==> config.mk <==
export PLATFORM = sky130hd
export DESIGN_NAME = ysyx_23060025_ex_issue
export DESIGN_NICKNAME = d
export VERILOG_FILES = /design/src/rtl/ysyx_23060025_ex_issue_pkg.sv /design/src/rtl/ysyx_23060025_fwd_mux.sv /design/src/rtl/ysyx_23060025_ex_issue.sv
export SDC_FILE = /design/constraint.sdc
export NUM_CORES = 1
export LEC_CHECK = 0
export CORE_MARGIN = 4
export CORE_UTILIZATION = 51
export CTS_BUF_LIST = sky130_fd_sc_hd__clkbuf_8
export DETAILED_ROUTE_END_ITERATION = 6
export PLACE_DENSITY = 0.9
export SLEW_MARGIN = 20
export SYNTH_ARGS = -nofsm -noshare
export SYNTH_HDL_FRONTEND = slang
export SYNTH_SLANG_ARGS = --single-unit
==> constraint.sdc <==
create_clock -name clk -period 9.3 [get_ports clk]
set_clock_uncertainty 0.2 [all_clocks]
set_input_delay 1.395 -clock clk [delete_from_list [all_inputs] [get_ports clk]]
set_output_delay 1.395 -clock clk [all_outputs]
set_load 0.05 [all_outputs]
==> src/rtl/ysyx_23060025_ex_issue_pkg.sv <==
// ysyx_23060025_ex_issue_pkg
// Purpose: shared widths, ALU operation codes, branch-type codes and the
//          held-instruction control payload for the execute-issue stage.
// Ports:   none (package).
package ysyx_23060025_ex_issue_pkg;

  localparam int unsigned EXI_DATA_LEN = 32;
  localparam int unsigned REG_AW       = 5;
  localparam int unsigned ALU_OP_W     = 4;
  localparam int unsigned BR_W         = 3;

  // ALU operation codes
  localparam logic [ALU_OP_W-1:0] ALU_OP_ADD           = 4'd0;
  localparam logic [ALU_OP_W-1:0] ALU_OP_SUB           = 4'd1;
  localparam logic [ALU_OP_W-1:0] ALU_OP_LESS_SIGNED   = 4'd2;
  localparam logic [ALU_OP_W-1:0] ALU_OP_LESS_UNSIGNED = 4'd3;
  localparam logic [ALU_OP_W-1:0] ALU_OP_AND           = 4'd4;
  localparam logic [ALU_OP_W-1:0] ALU_OP_OR            = 4'd5;
  localparam logic [ALU_OP_W-1:0] ALU_OP_XOR           = 4'd6;
  localparam logic [ALU_OP_W-1:0] ALU_OP_SLL           = 4'd7;
  localparam logic [ALU_OP_W-1:0] ALU_OP_SRL           = 4'd8;
  localparam logic [ALU_OP_W-1:0] ALU_OP_SRA           = 4'd9;

  // Branch type codes
  localparam logic [BR_W-1:0] BR_NONE = 3'd0;
  localparam logic [BR_W-1:0] BR_BEQ  = 3'd1;
  localparam logic [BR_W-1:0] BR_BNE  = 3'd2;
  localparam logic [BR_W-1:0] BR_BLT  = 3'd3;
  localparam logic [BR_W-1:0] BR_BGE  = 3'd4;
  localparam logic [BR_W-1:0] BR_BLTU = 3'd5;
  localparam logic [BR_W-1:0] BR_BGEU = 3'd6;
  localparam logic [BR_W-1:0] BR_JUMP = 3'd7;

  // Control fields carried with the held instruction
  typedef struct packed {
    logic [BR_W-1:0]   br_type;
    logic              wb_en;
    logic [REG_AW-1:0] rd;
  } exi_ctrl_t;

  // Branch resolution from ALU flags; the IDU picks SUB / LESS_* so that
  // zero means equal and less means signed/unsigned less-than.
  function automatic logic br_taken(input logic [BR_W-1:0] br_type,
                                    input logic zero, input logic less);
    logic tk;
    tk = 1'b0;
    case (br_type)
      BR_BEQ:           tk = zero;
      BR_BNE:           tk = ~zero;
      BR_BLT, BR_BLTU:  tk = less;
      BR_BGE, BR_BGEU:  tk = ~less;
      BR_JUMP:          tk = 1'b1;
      default:          tk = 1'b0;
    endcase
    return tk;
  endfunction

endpackage

==> src/rtl/ysyx_23060025_fwd_mux.sv <==
// ysyx_23060025_fwd_mux
// Purpose: operand bypass selector for one source register.
//          Priority: retiring EX instruction, then WB stage, then regfile.
//          Register x0 always reads zero and is never bypassed.
// Ports:
//   i_rs_addr           source register index
//   i_ex_en/rd/data     instruction retiring from this stage this cycle
//   i_wb_en/rd/data     WB-stage write
//   i_rf_data           regfile read data
//   o_data              selected operand
module ysyx_23060025_fwd_mux
  import ysyx_23060025_ex_issue_pkg::*;
#(
  parameter int unsigned DATA_LEN = EXI_DATA_LEN
) (
  input  logic [REG_AW-1:0]   i_rs_addr,
  input  logic                i_ex_en,
  input  logic [REG_AW-1:0]   i_ex_rd,
  input  logic [DATA_LEN-1:0] i_ex_data,
  input  logic                i_wb_en,
  input  logic [REG_AW-1:0]   i_wb_rd,
  input  logic [DATA_LEN-1:0] i_wb_data,
  input  logic [DATA_LEN-1:0] i_rf_data,
  output logic [DATA_LEN-1:0] o_data
);

  logic w_is_zero;
  logic w_hit_ex;
  logic w_hit_wb;

  assign w_is_zero = (i_rs_addr == '0);
  assign w_hit_ex  = i_ex_en & (i_ex_rd == i_rs_addr);
  assign w_hit_wb  = i_wb_en & (i_wb_rd == i_rs_addr);

  always_comb begin
    o_data = i_rf_data;
    if (w_is_zero)     o_data = '0;
    else if (w_hit_ex) o_data = i_ex_data;
    else if (w_hit_wb) o_data = i_wb_data;
  end

endmodule

==> src/rtl/ysyx_23060025_ex_issue.sv <==
// ysyx_23060025_ex_issue
// Purpose: one-entry execute-issue register between IDU and ALU. Captures a
//          decoded instruction with bypassed operands, presents them to the
//          external ALU, resolves branches/jumps from the ALU flags, forms the
//          writeback value and raises a one-cycle fetch redirect on retire.
// Optional: define YSYX_23060025_EXI_PERF_EN to add perf_issue_cnt and
//          perf_redirect_cnt outputs.
// Ports:
//   clk, rst                      clock, synchronous active-high reset
//   in_valid/in_ready + in_*      IDU instruction handshake and payload
//   wb_en/wb_rd/wb_data           WB-stage bypass
//   flush                         kill the held instruction
//   alu_src1/alu_src2/alu_control operands to the ALU
//   alu_result/alu_zero/alu_less  ALU outputs
//   out_valid/out_ready + out_*   retiring instruction to next stage
//   redirect_valid/redirect_pc    taken branch/jump target to fetch
module ysyx_23060025_ex_issue
  import ysyx_23060025_ex_issue_pkg::*;
#(
  parameter int unsigned DATA_LEN = EXI_DATA_LEN
) (
  input  logic                clk,
  input  logic                rst,
  input  logic                in_valid,
  output logic                in_ready,
  input  logic [DATA_LEN-1:0] in_pc,
  input  logic [DATA_LEN-1:0] in_imm,
  input  logic [DATA_LEN-1:0] in_rs1_data,
  input  logic [DATA_LEN-1:0] in_rs2_data,
  input  logic [REG_AW-1:0]   in_rs1_addr,
  input  logic [REG_AW-1:0]   in_rs2_addr,
  input  logic [REG_AW-1:0]   in_rd,
  input  logic                in_src1_sel,
  input  logic                in_src2_sel,
  input  logic [ALU_OP_W-1:0] in_alu_control,
  input  logic [BR_W-1:0]     in_br_type,
  input  logic                in_jalr,
  input  logic                in_wb_en,
  input  logic                wb_en,
  input  logic [REG_AW-1:0]   wb_rd,
  input  logic [DATA_LEN-1:0] wb_data,
  input  logic                flush,
  output logic [DATA_LEN-1:0] alu_src1,
  output logic [DATA_LEN-1:0] alu_src2,
  output logic [ALU_OP_W-1:0] alu_control,
  input  logic [DATA_LEN-1:0] alu_result,
  input  logic                alu_zero,
  input  logic                alu_less,
  output logic                out_valid,
  input  logic                out_ready,
  output logic [DATA_LEN-1:0] out_pc,
  output logic [DATA_LEN-1:0] out_result,
  output logic [REG_AW-1:0]   out_rd,
  output logic                out_wb_en,
`ifdef YSYX_23060025_EXI_PERF_EN
  output logic [31:0]         perf_issue_cnt,
  output logic [31:0]         perf_redirect_cnt,
`endif
  output logic                redirect_valid,
  output logic [DATA_LEN-1:0] redirect_pc
);

  logic                r_valid;
  logic [DATA_LEN-1:0] r_pc;
  logic [DATA_LEN-1:0] r_imm;
  logic [DATA_LEN-1:0] r_rs1;
  logic [DATA_LEN-1:0] r_rs2;
  logic [DATA_LEN-1:0] r_target;
  logic                r_src1_sel;
  logic                r_src2_sel;
  logic [ALU_OP_W-1:0] r_alu_control;
  exi_ctrl_t           r_ctrl;

  logic                w_out_valid;
  logic                w_out_fire;
  logic                w_in_ready;
  logic                w_in_fire;
  logic                w_taken;
  logic                w_redirect;
  logic                w_out_wb_en;
  logic [DATA_LEN-1:0] w_out_result;
  logic [DATA_LEN-1:0] w_rs1;
  logic [DATA_LEN-1:0] w_rs2;
  logic [DATA_LEN-1:0] w_tgt_sum;
  logic [DATA_LEN-1:0] w_target;

  // Retire side: flush or reset kill the held entry in the same cycle
  assign w_out_valid  = r_valid & ~flush & ~rst;
  assign w_out_fire   = w_out_valid & out_ready;
  assign w_taken      = br_taken(r_ctrl.br_type, alu_zero, alu_less);
  assign w_redirect   = w_out_fire & w_taken;
  assign w_out_wb_en  = r_ctrl.wb_en & (r_ctrl.rd != '0);
  assign w_out_result = (r_ctrl.br_type == BR_JUMP) ? (r_pc + DATA_LEN'(4)) : alu_result;

  // Accept side: refill only when empty or draining, never on a redirect
  assign w_in_ready = ~rst & ~flush & ~w_redirect & (~r_valid | w_out_fire);
  assign w_in_fire  = in_valid & w_in_ready;

  // Bypass sources: the retiring instruction first, then WB
  ysyx_23060025_fwd_mux #(.DATA_LEN(DATA_LEN)) u_fwd_rs1 (
    .i_rs_addr (in_rs1_addr),
    .i_ex_en   (w_out_fire & w_out_wb_en),
    .i_ex_rd   (r_ctrl.rd),
    .i_ex_data (w_out_result),
    .i_wb_en   (wb_en),
    .i_wb_rd   (wb_rd),
    .i_wb_data (wb_data),
    .i_rf_data (in_rs1_data),
    .o_data    (w_rs1)
  );

  ysyx_23060025_fwd_mux #(.DATA_LEN(DATA_LEN)) u_fwd_rs2 (
    .i_rs_addr (in_rs2_addr),
    .i_ex_en   (w_out_fire & w_out_wb_en),
    .i_ex_rd   (r_ctrl.rd),
    .i_ex_data (w_out_result),
    .i_wb_en   (wb_en),
    .i_wb_rd   (wb_rd),
    .i_wb_data (wb_data),
    .i_rf_data (in_rs2_data),
    .o_data    (w_rs2)
  );

  // Branch/jump target computed at capture; JALR clears bit 0
  assign w_tgt_sum = (in_jalr ? w_rs1 : in_pc) + in_imm;
  assign w_target  = in_jalr ? {w_tgt_sum[DATA_LEN-1:1], 1'b0} : w_tgt_sum;

  // Entry register
  always_ff @(posedge clk) begin
    if (rst) begin
      r_valid       <= 1'b0;
      r_pc          <= '0;
      r_imm         <= '0;
      r_rs1         <= '0;
      r_rs2         <= '0;
      r_target      <= '0;
      r_src1_sel    <= 1'b0;
      r_src2_sel    <= 1'b0;
      r_alu_control <= '0;
      r_ctrl        <= '0;
    end else begin
      if (flush)           r_valid <= 1'b0;
      else if (w_in_fire)  r_valid <= 1'b1;
      else if (w_out_fire) r_valid <= 1'b0;

      if (w_in_fire) begin
        r_pc           <= in_pc;
        r_imm          <= in_imm;
        r_rs1          <= w_rs1;
        r_rs2          <= w_rs2;
        r_target       <= w_target;
        r_src1_sel     <= in_src1_sel;
        r_src2_sel     <= in_src2_sel;
        r_alu_control  <= in_alu_control;
        r_ctrl.br_type <= in_br_type;
        r_ctrl.wb_en   <= in_wb_en;
        r_ctrl.rd      <= in_rd;
      end
    end
  end

  // Operand selection from held state only, so ALU inputs stay stable
  assign alu_src1    = r_src1_sel ? r_pc  : r_rs1;
  assign alu_src2    = r_src2_sel ? r_imm : r_rs2;
  assign alu_control = r_alu_control;

  assign in_ready       = w_in_ready;
  assign out_valid      = w_out_valid;
  assign out_pc         = r_pc;
  assign out_result     = w_out_result;
  assign out_rd         = r_ctrl.rd;
  assign out_wb_en      = w_out_wb_en;
  assign redirect_valid = w_redirect;
  assign redirect_pc    = r_target;

`ifdef YSYX_23060025_EXI_PERF_EN
  logic [31:0] r_perf_issue;
  logic [31:0] r_perf_redirect;

  // Retire and redirect counters; wrap naturally
  always_ff @(posedge clk) begin
    if (rst) begin
      r_perf_issue    <= '0;
      r_perf_redirect <= '0;
    end else begin
      if (w_out_fire) r_perf_issue    <= r_perf_issue + 32'd1;
      if (w_redirect) r_perf_redirect <= r_perf_redirect + 32'd1;
    end
  end

  assign perf_issue_cnt    = r_perf_issue;
  assign perf_redirect_cnt = r_perf_redirect;
`endif

endmodule

== After elaboration in Yosys (flattened, before gate mapping) ==
Index checks and enable logic that the tools add are counted.
Operators by class
  equal/unequal tests: 11
  add/subtract/negate cells: 2
  muxes and demuxes: 14
  reductions and logical operators: 7
  bitwise gates (word level): 21
Operator list (number)
  two-way mux 32 bit: 10
  adder 32 x 3 -> 32 bit, second input constant: 1
  adder 32 bit: 1
  == test 5 bit: 4
  AND 1 bit: 14
  == test 3 bit, second input constant: 4
  zero test 5 bit: 2
  == test 3 x 2 -> 1 bit, second input constant: 2
  inverter 1 bit: 6
  OR reduction 2 bit: 3
  case mux 1 bit (5 select lines): 1
  nonzero test 5 bit: 1
  == test 3 x 1 -> 1 bit, second input constant: 1
  two-way mux 1 bit: 3
  nonzero test 2 bit: 1
  bitwise OR 1 bit: 1
Word-level totals
  logic and storage cells: 67
  bits in registers: 176
  output and inout bits: 173
  input port bits: 231

== Longest topological paths before layout ==
Gate-level depths: netlist of run 1.
  word-level depth: 11
  mapped depth: 21
  depth with buffers taken out: 19

== Hierarchy ==
Synthesis of run 1 repeated with hierarchy kept, for this count alone.
Unflattened totals
  cell total of the unflattened synthesis: 1654
  area total of the unflattened synthesis: 12323.1 um2
By module, submodules not included
  ysyx_23060025_ex_issue: cells an instance 1262, area an instance 9815.7 um2, times used 1, seq. area each 3523.4 um2
  ysyx_23060025_fwd_mux: cells an instance 196, area an instance 1253.7 um2, times used 2, seq. area each 0.0 um2

== Worst setup path before layout of run 1 ==
OpenSTA, ideal clock, no wires.
  kind: input port to flip-flop
  start: in rst
  end: reg r_target[30], in the netlist redirect_pc[30]
  data required time: 9.025 ns
  cell stages on the path: 21
  buffers on the path: 3
  arrival: 6.401 ns
  setup time: 0.075 ns
  setup slack: 2.624 ns
  cell sequence: clkbuf_1 nor3b_2 and2_1 nand2_1 or4_1 buf_2 clkbuf_1 nor2_1 a211oi_1 mux2_2 ha_1 fa_1 a211oi_2 nor2_1 o31a_1 a221oi_4 o21ai_2 a2111oi_4 o22ai_1 mux2_4 o22ai_2
On the way
  word-level cells in the longest chain between the ends: 9
  elaborated cells on any way between the ends: 16
  those cells by class: 1 x add/sub; 3 x mux; 12 x bitwise
Ends and longest elaborated chain
  start, declared: line ysyx_23060025_ex_issue.sv:23  | input logic rst,
  inverter 1 bit *: line ysyx_23060025_ex_issue.sv:88  | assign w_out_valid = r_valid & ~flush & ~rst;
  AND 1 bit *: line ysyx_23060025_ex_issue.sv:88
  net out_valid: line ysyx_23060025_ex_issue.sv:49  | output logic out_valid,
  AND 1 bit *: line ysyx_23060025_ex_issue.sv:89  | assign w_out_fire = w_out_valid & out_ready;
  AND 1 bit: line ysyx_23060025_ex_issue.sv:102  | .i_ex_en (w_out_fire & w_out_wb_en),
  AND 1 bit: line ysyx_23060025_fwd_mux.sv:32  | assign w_hit_ex = i_ex_en & (i_ex_rd == i_rs_addr);
  two-way mux 32 bit: line ysyx_23060025_fwd_mux.sv:38  | else if (w_hit_ex) o_data = i_ex_data;
  two-way mux 32 bit: line ysyx_23060025_fwd_mux.sv:37  | if (w_is_zero) o_data = '0;
  two-way mux 32 bit: line ysyx_23060025_ex_issue.sv:125  | assign w_tgt_sum = (in_jalr ? w_rs1 : in_pc) + in_imm;
  adder 32 bit: line ysyx_23060025_ex_issue.sv:125
  end signal, assigned: line ysyx_23060025_ex_issue.sv:151  | r_target <= w_target;
  end, declared: line ysyx_23060025_ex_issue.sv:68  | logic [DATA_LEN-1:0] r_target;
Mark *: on every way through the listed nets, which the timed path passes. The rest lies on a longest branch.
A chain may end at the register's enable or synchronous reset.

== Worst setup path after layout of run 1 ==
  start: in flush
  end: reg r_target[30], in the netlist redirect_pc[30]
On the way
  word-level cells in the longest chain between the ends: 10
  elaborated cells on any way between the ends: 17
  those cells by class: 1 x add/sub; 3 x mux; 13 x bitwise
Ends and longest elaborated chain
  start, declared: line ysyx_23060025_ex_issue.sv:42  | input logic flush,
  inverter 1 bit *: line ysyx_23060025_ex_issue.sv:88, ysyx_23060025_ex_issue.sv:96
  AND 1 bit (2 in series): line ysyx_23060025_ex_issue.sv:88
  AND 1 bit: line ysyx_23060025_ex_issue.sv:89
  AND 1 bit: line ysyx_23060025_ex_issue.sv:102
  AND 1 bit: line ysyx_23060025_fwd_mux.sv:32
  two-way mux 32 bit: line ysyx_23060025_fwd_mux.sv:38
  two-way mux 32 bit: line ysyx_23060025_fwd_mux.sv:37
  two-way mux 32 bit: line ysyx_23060025_ex_issue.sv:125
  adder 32 bit: line ysyx_23060025_ex_issue.sv:125
Mark *: on every way between the ends. The rest lies on a longest branch, timed or not.

==> run summary, run 1 <==
die height - 156.8 um
CP Max Fanout - 33
Num Clock Sinks - 176
die area - 24590 sq um
Peak Freq - 147.6 MHz
worst hold path cell count - 2
RR Endpoint - redirect_pc[30]
Tcrit/Tclk final - 72.86%
first drt pass iteration count - 5
Ys Warns - 0
Initial Utilization - 51.76%
Switching Share - 36.11%
MaxCap Viol Count - 0
WS Path Type - in -> reg
arrival time worst endpoint - 6.98 ns
crit start category - input pin
area of the multi-input gates - 7278 sq um
hold path start - alu_control[0]
Slew @ Worst Pin - 1.021 ns
first-pass GRT wire length - 68210 um
most area-hungry cell type in the Yosys netlist - dfxtp_1
Synth cell types - 61
clk buf depth - 2
async set-reset flop share out of synthesis - 0%
DRC Markers - 0
# resized after CTS - 0
Lkg Pwr - 5.624 nW
type of the tightest min-delay check - reg -> reg
register area share after synthesis - 31.19%
Clk pin slew, worst setup/hold paths - 0.10 ns
count of pins over their slew limit - 0
fillers - 1713
Int Power - 1.274 mW
clk_lat worst skew - 0.48 ns
final hold violation count - 0
mapped cell area - 11300 sq um
Avg WL per Cell - 22.46 um
Psw - 0.7202 mW
post-route ant nets - 0
CTS tree - done
maximum resistive drop on vdd - 0.1019 mV
hpwl dp - 35360 um
Pwr Total - 1.995 mW
grt ovf - 0
root buf cell - clkbuf_8
kind of end point of the critical path - flip-flop
Die Wd - 156.8 um
Reg power frac - 40.6%
reg-to-reg startpoint - out_rd[0]
ratio of cells with drive above 1 in the final layout - 9.040%
number of global-route vias before repair - 11410
H-tree levels - 4
setup bufs post-CTS - 0
total track usage - 36.14%
DR vias/cell - 5.981
syn_nets - 1731
hold_ws - 0.2578 ns
Pwr Density - 126.5 nW/um^2
Synth top area share - 31.19%
RSZ-0062 raised after global routing - no
CP required - 9.50 ns
Core Area - 21820 sq um
Comb power frac - 31.6%
1st-iter DRT viols - 1271
total CTS buffers - 17
crit path time final - 6.776 ns
Storage cell area - 3525 sq um
worst reg-to-reg path cell count - 18
CTS Hold Bufs - 0
clock share of power - 27.8%
largest cells by area after synthesis - dfxtp_1, nand2_1, mux2_2
status - finished, final reports clean
Syn Inst Count - 1466
DR vias - 12500
setup tns final - 0 ns
antenna violations before repair - 6
Mean Syn Cell Area - 7.705 sq um
std cell rows - 54
Final Net Count - 2055
R2R Setup Slk - 3.55 ns
largest net degree at the start of global routing - 119
final wirelength - 46910 um
RePlAce Congestion - 0.9906
Top Ports - 404
Rel. slew slack - 31.92%
layout overhead on the synthesized area - 39.55%
#FFs+latches synth - 176
prevailing post-synth register cell - dfxtp_1
WHS Endpoint - alu_control[0]
final setup fails - 0
I/O Buffers - 403
Post-synth EDFFs - 0
==> worst max-delay path by stage <==
stage          start              end  slack [ns]  depth (start not counted)
2_1_floorplan    rst  redirect_pc[30]        2.62                         21
3_3_place_gp   flush  redirect_pc[30]        2.28                         18
3_5_place_dp   flush  redirect_pc[30]        2.11                         19
4_1_cts        flush  redirect_pc[30]        2.60                         18
5_1_grt        flush  redirect_pc[30]        2.31                         19
6_report       flush  redirect_pc[30]        2.52                         19
==> layer usage <==
layer / vias up / GRT usage, % / routed length (um)
li1: 5777 / - / -
met1: 5801 / 50.25 / 18860
met2: 782 / 54.31 / 20870
met3: 129 / 7.660 / 5222
met4: 6 / 15.33 / 1914
met5: - / 0 / 47
==> kinds of logic (layout without fill, tap and decap cells) <==
| family | after synthesis | after routing | synth area share, % |
|---|---|---|---|
| and+or+nand+nor | 524 | 524 | 19.57 |
| muxes | 160 | 160 | 15.30 |
| DFF | 176 | 176 | 31.19 |
| buffers and inverters | 130 | 467 | 4.652 |
| xor gates and xnor gates | 73 | 73 | 5.660 |
| adders and majority gates | 34 | 34 | 3.833 |
| other | 0 | 6 | 0 |
| AOI/OAI and AO/OA | 369 | 369 | 19.79 |
==> registers in the layout, summed over array words and instances (netlist names), 4 cells and up <==
name / count
redirect_pc: 32
r_rs1: 32
alu_control: 4
r_imm: 32
out_rd: 5
r_ctrl: 4
r_rs2: 32
out_pc: 32
==> power groups by stage <==
stage                     Clock, mW  Sequential [mW]  Combinational [mW]
final                         0.554            0.810               0.631
after global routing          0.583            0.813               0.662
after CTS                     0.555            0.809               0.619
after detailed placement          0            0.826               0.612
after global placement            0            0.825               0.607
after floorplan                   0            0.862               0.322
==> worst max-delay path: stages <==
cell and delay [ns]:
clkdlybuf4s50_1 0.46, nor3b_2 0.23, and2_1 0.19, nand2_1 0.14, or4_2 1.06, buf_4 0.38
nor2_1 0.14, a211oi_1 0.08, mux2_2 0.33, ha_1 0.36, a21oi_2 0.16, o21ai_1 0.10
a221o_1 0.36, a221oi_4 0.37, o21ai_2 0.17, a2111oi_4 0.39, o22ai_1 0.17, mux2_4 0.33
o22ai_2 0.13
==> stage by stage <==
step | util (%) | cells | worst slack, ns | cell area (sq um)
floorplan | - | 1466 | 2.624 | 11300
global route | 72.20 | 2086 | 2.313 | 15760
global placement | 70.33 | 2051 | 2.281 | 15350
detailed placement | 70.33 | 2051 | 2.113 | 15350
CTS | 72.16 | 2083 | 2.601 | 15750
finish | 72.23 | 2089 | 2.524 | 15760
==> final cells by class <==
cell class                 count  area share (%)
timing repair buffer         415           26.14
multi-input combinational   1160           46.17
tap                          280           2.222
clock buffer                  17           1.484
antenna                        6         0.09525
sequential                   176           22.36
clock inverter                15           1.056
inverter                      20          0.4762
==> Yosys cell counts, types with 7 or more instances <==
master and number:
o21ai_0 60, mux2_2 97, dfxtp_1 176, and4_1 11, ha_1 33, a211oi_1 36
and3_1 9, o21ai_1 14, inv_1 20, a31oi_1 7, nor2_1 85, xnor2_1 33
xor2_1 40, clkbuf_1 85, mux2i_1 62, nand3_1 23, o2111ai_1 9, nor2b_1 8
nand4_1 11, nor3_1 8, nand2_1 348, buf_2 15, a22oi_1 27, a21oi_1 171
==> cells in the final DEF, fill, tap and decap left out, types with 4 or more instances in the layout <==
cell type        count
clkdlybuf4s50_1    401
nand2_1            347
dfxtp_1            175
a21oi_1            170
mux2_2              97
nor2_1              85
mux2i_1             62
o21ai_0             60
xor2_1              40
a211oi_1            36
xnor2_1             33
ha_1                33
a22oi_1             27
nand3_1             22
inv_1               20
clkbuf_8            17
o21ai_1             14
buf_4               12
and4_1              11
nand4_1             11
o2111ai_1            9
nor3_1               8
nor2b_1              8
and3_1               7
a31oi_1              7
diode_2              6
o21a_1               6
o211ai_1             6
a21o_1               6
inv_6                5
inv_8                4
(Power assumes the default switching activity.)
==> run 2, diff against run 1 <==
- CORE_UTILIZATION: 51 -> 47
- PLACE_DENSITY: 0.9 -> 0.84
- clock period: 9.3 -> 7.1 ns (I/O delays scaled with it)
==> run 2 against run 1 <==
  * Non-clock buffer count grew 6
  * Clock power grew 25%
  * Register-to-register slack lost 1.9 ns
  * Sequential share of layout area shrank 0.13 points
  * First-iteration DRC count grew 15%
  * Critical path depth is the same
  * Count of clock-buffer cells in the layout grew 1
  * Cell count grew 2.1%
  * Via count shrank 0.81%
  * Largest cell class unchanged
  * Core utilization shrank 4.9 points
  * Global-route usage shrank 2.4 points
==> run summary, run 2 (synthesized netlist as in run 1, its figures left out) <==
most used cell, CP - nor2_1
crit path time final - 5.998 ns
placed cell count - 2096 (was 2051)
Clk pin slew, worst setup/hold paths - 0.09 ns (was 0.10 ns)
Initial Utilization - 47.98% (was 51.76%)
Buf+Inv Stages, Crit Path - 2 (unchanged)
first drt pass iteration count - 5 (unchanged)
Avg WL per Cell - 22.04 um (was 22.46 um)
Core Area - 23540 sq um (was 21820 sq um)
WHS Endpoint - r_imm[25] (was alu_control[0])
Rel. slew slack - 30.36% (was 31.92%)
DR vias/cell - 5.811 (was 5.981)
final wirelength - 47000 um (was 46910 um)
final instance count without filler cells - 2133 (was 2089)
die height - 163.0 um (was 156.8 um)
crit-path leading delay family - compound AO/OA/AOI/OAI gates (unchanged)
hpwl dp - 35890 um (was 35360 um)
Num Clock Sinks - 176 (unchanged)
status - finished, final reports clean (unchanged)
1st-iter DRT viols - 1462 (was 1271)
CTS Hold Bufs - 0 (unchanged)
setup tns final - 0 ns (unchanged)
RSZ-0062 raised after global routing - no (unchanged)
Slew @ Worst Pin - 1.045 ns (was 1.021 ns)
total CTS buffers - 17 (unchanged)
worst hold path cell count - 2 (unchanged)
antenna violations before repair - 10 (was 6)
WS Path Type - in -> reg (unchanged)
final instance area - 15850 sq um (was 15760 sq um)
total track usage - 33.69% (was 36.14%)
# resized after CTS - 0 (unchanged)
count of pins over their slew limit - 0 (unchanged)
worst reg-to-reg path cell count - 18 (unchanged)
Tcrit/Tclk final - 84.48%
CP required - 7.29 ns (was 9.50 ns)
MaxCap Viol Count - 0 (unchanged)
reg-to-reg startpoint - out_rd[0] (unchanged)
kind of end point of the critical path - flip-flop (unchanged)
hold path start - r_imm[25] (was alu_control[0])
clk buf depth - 2 (unchanged)
final worst setup slack - 1.102 ns (was 2.524 ns)
RePlAce Congestion - 1.014 (was 0.9906)
post-route ant nets - 0 (unchanged)
die area - 26580 sq um (was 24590 sq um)
R2R Setup Slk - 1.69 ns (was 3.55 ns)
RR Endpoint - redirect_pc[30] (unchanged)
Die Wd - 163.0 um (was 156.8 um)
Crit-path slowest cell - or4_2 (unchanged)
Setup Slack @ Placement - 0.6534 ns (was 2.113 ns)
CP Max Fanout - 26 (was 33)
Crit path depth - 19 (unchanged)
Worst path max stage delay - 0.76 ns (was 1.06 ns)
Final Net Count - 2061 (was 2055)
Top Ports - 404 (unchanged)
Placed Area - 15470 sq um (was 15350 sq um)
setup bufs post-CTS - 0 (unchanged)
hold_ws - 0.2567 ns (was 0.2578 ns)
maximum resistive drop on vdd - 0.1238 mV (was 0.1019 mV)
commonest non-fill, non-tap cell in the layout - clkdlybuf4s50_1 (unchanged)
Critical Path, Cell by Cell - clkdlybuf4s50_1 > nor3b_2 > and2_1 > nand2_1 > or4_2 > buf_4 > nor2_1 > a211oi_1 > mux2_2 > fa_1 > a211oi_2 > nor2_1 > o31a_1 > a221oi_4 > o21ai_2 > a2111oi_4 > o22ai_1 > mux2_4 > o22ai_2 (was clkdlybuf4s50_1 > nor3b_2 > and2_1 > nand2_1 > or4_2 > buf_4 > nor2_1 > a211oi_1 > mux2_2 > ha_1 > a21oi_2 > o21ai_1 > a221o_1 > a221oi_4 > o21ai_2 > a2111oi_4 > o22ai_1 > mux2_4 > o22ai_2)
final setup fails - 0 (unchanged)
crit start category - input pin (unchanged)
ratio of cells with drive above 1 in the final layout - 9.292% (was 9.040%)
root buf cell - clkbuf_8 (unchanged)
final hold violation count - 0 (unchanged)
clk_lat worst skew - 0.48 ns (about the same)
CTS tree - done (unchanged)
Pwr Density - 162.6 nW/um^2 (was 126.5 nW/um^2)
largest net degree at the start of global routing - 90 (was 119)
number of global-route vias before repair - 11620 (was 11410)
std cell rows - 56 (was 54)
arrival time worst endpoint - 6.19 ns (was 6.98 ns)
DR vias - 12390 (was 12500)
I/O Buffers - 403 (unchanged)
grt ovf - 0 (unchanged)
Peak Freq - 166.7 MHz
fillers - 2007 (was 1713)
Lkg Pwr - 5.635 nW (was 5.624 nW)
commonest non-fill, non-tap cells in the layout - clkdlybuf4s50_1, nand2_1, dfxtp_1 (unchanged)
first-pass GRT wire length - 68900 um (was 68210 um)
type of the tightest min-delay check - reg -> reg (unchanged)
DRC Markers - 0 (unchanged)
H-tree levels - 4 (unchanged)
layout overhead on the synthesized area - 40.34% (was 39.55%)
run 2: cell count changes in the layout (fill, tap and decap cells not counted), moves of 2 or more:
cell        change
buf_4           +4
clkinv_4        -2
clkinvlp_4      +3
buf_12          +2
run 2: layout make-up:
cell class / count / area (sq um) / area share [%]
inverter: 20 / 75.07 / 0.4736
timing repair buffer: 421 / 4190 / 26.43
clock buffer: 18 / 247.7 / 1.563
sequential: 176 / 3525 / 22.23
clock inverter: 13 / 122.6 / 0.7735
multi-input combinational: 1160 / 7278 / 45.91
tap: 319 / 399.1 / 2.518
antenna: 6 / 15.01 / 0.09471
run 2: where the power goes:
part	switching, mW	leakage (nW)	total (mW)	internal [mW]
combinational	0.474	4.02	0.824	0.349
sequential	0.0359	1.43	1.06	1.02
clock	0.427	0.182	0.693	0.266
run 2: stage by stage:
| stage | utilization, % | power (mW) |
|---|---|---|
| CTS | 67.27 | 2.572 |
| global route | 67.34 | 2.672 |
| global placement | 65.70 | 1.883 |
| detailed placement | 65.70 | 1.888 |
| finish | 67.34 | 2.577 |
| floorplan | - | 1.551 |
run 2: worst max path at each step:
| stage | slack, ns | from | to |
|---|---|---|---|
| after global routing | 0.90 | flush | redirect_pc[30] |
| after floorplan | 0.75 | rst | redirect_pc[30] |
| final | 1.10 | flush | redirect_pc[30] |
| after CTS | 1.15 | flush | redirect_pc[30] |
| after global placement | 0.77 | flush | redirect_pc[30] |
| after detailed placement | 0.65 | flush | redirect_pc[30] |
run 2: tightest hold or removal path, delay by kind of cell (launching register included):
kind               cells  cell delay, ns
DFF                    1            0.32
and+or+nand+nor        1            0.05
AOI/OAI and AO/OA      1            0.05
run 2: per-layer routing:
layer	global-route usage (%)	part of all wire (%)	up-vias
met4	13.19	3.7	8
met2	51.00	45	664
met5	0	0.11	-
li1	-	-	5806
met3	7.570	9.3	105
met1	46.79	42	5811
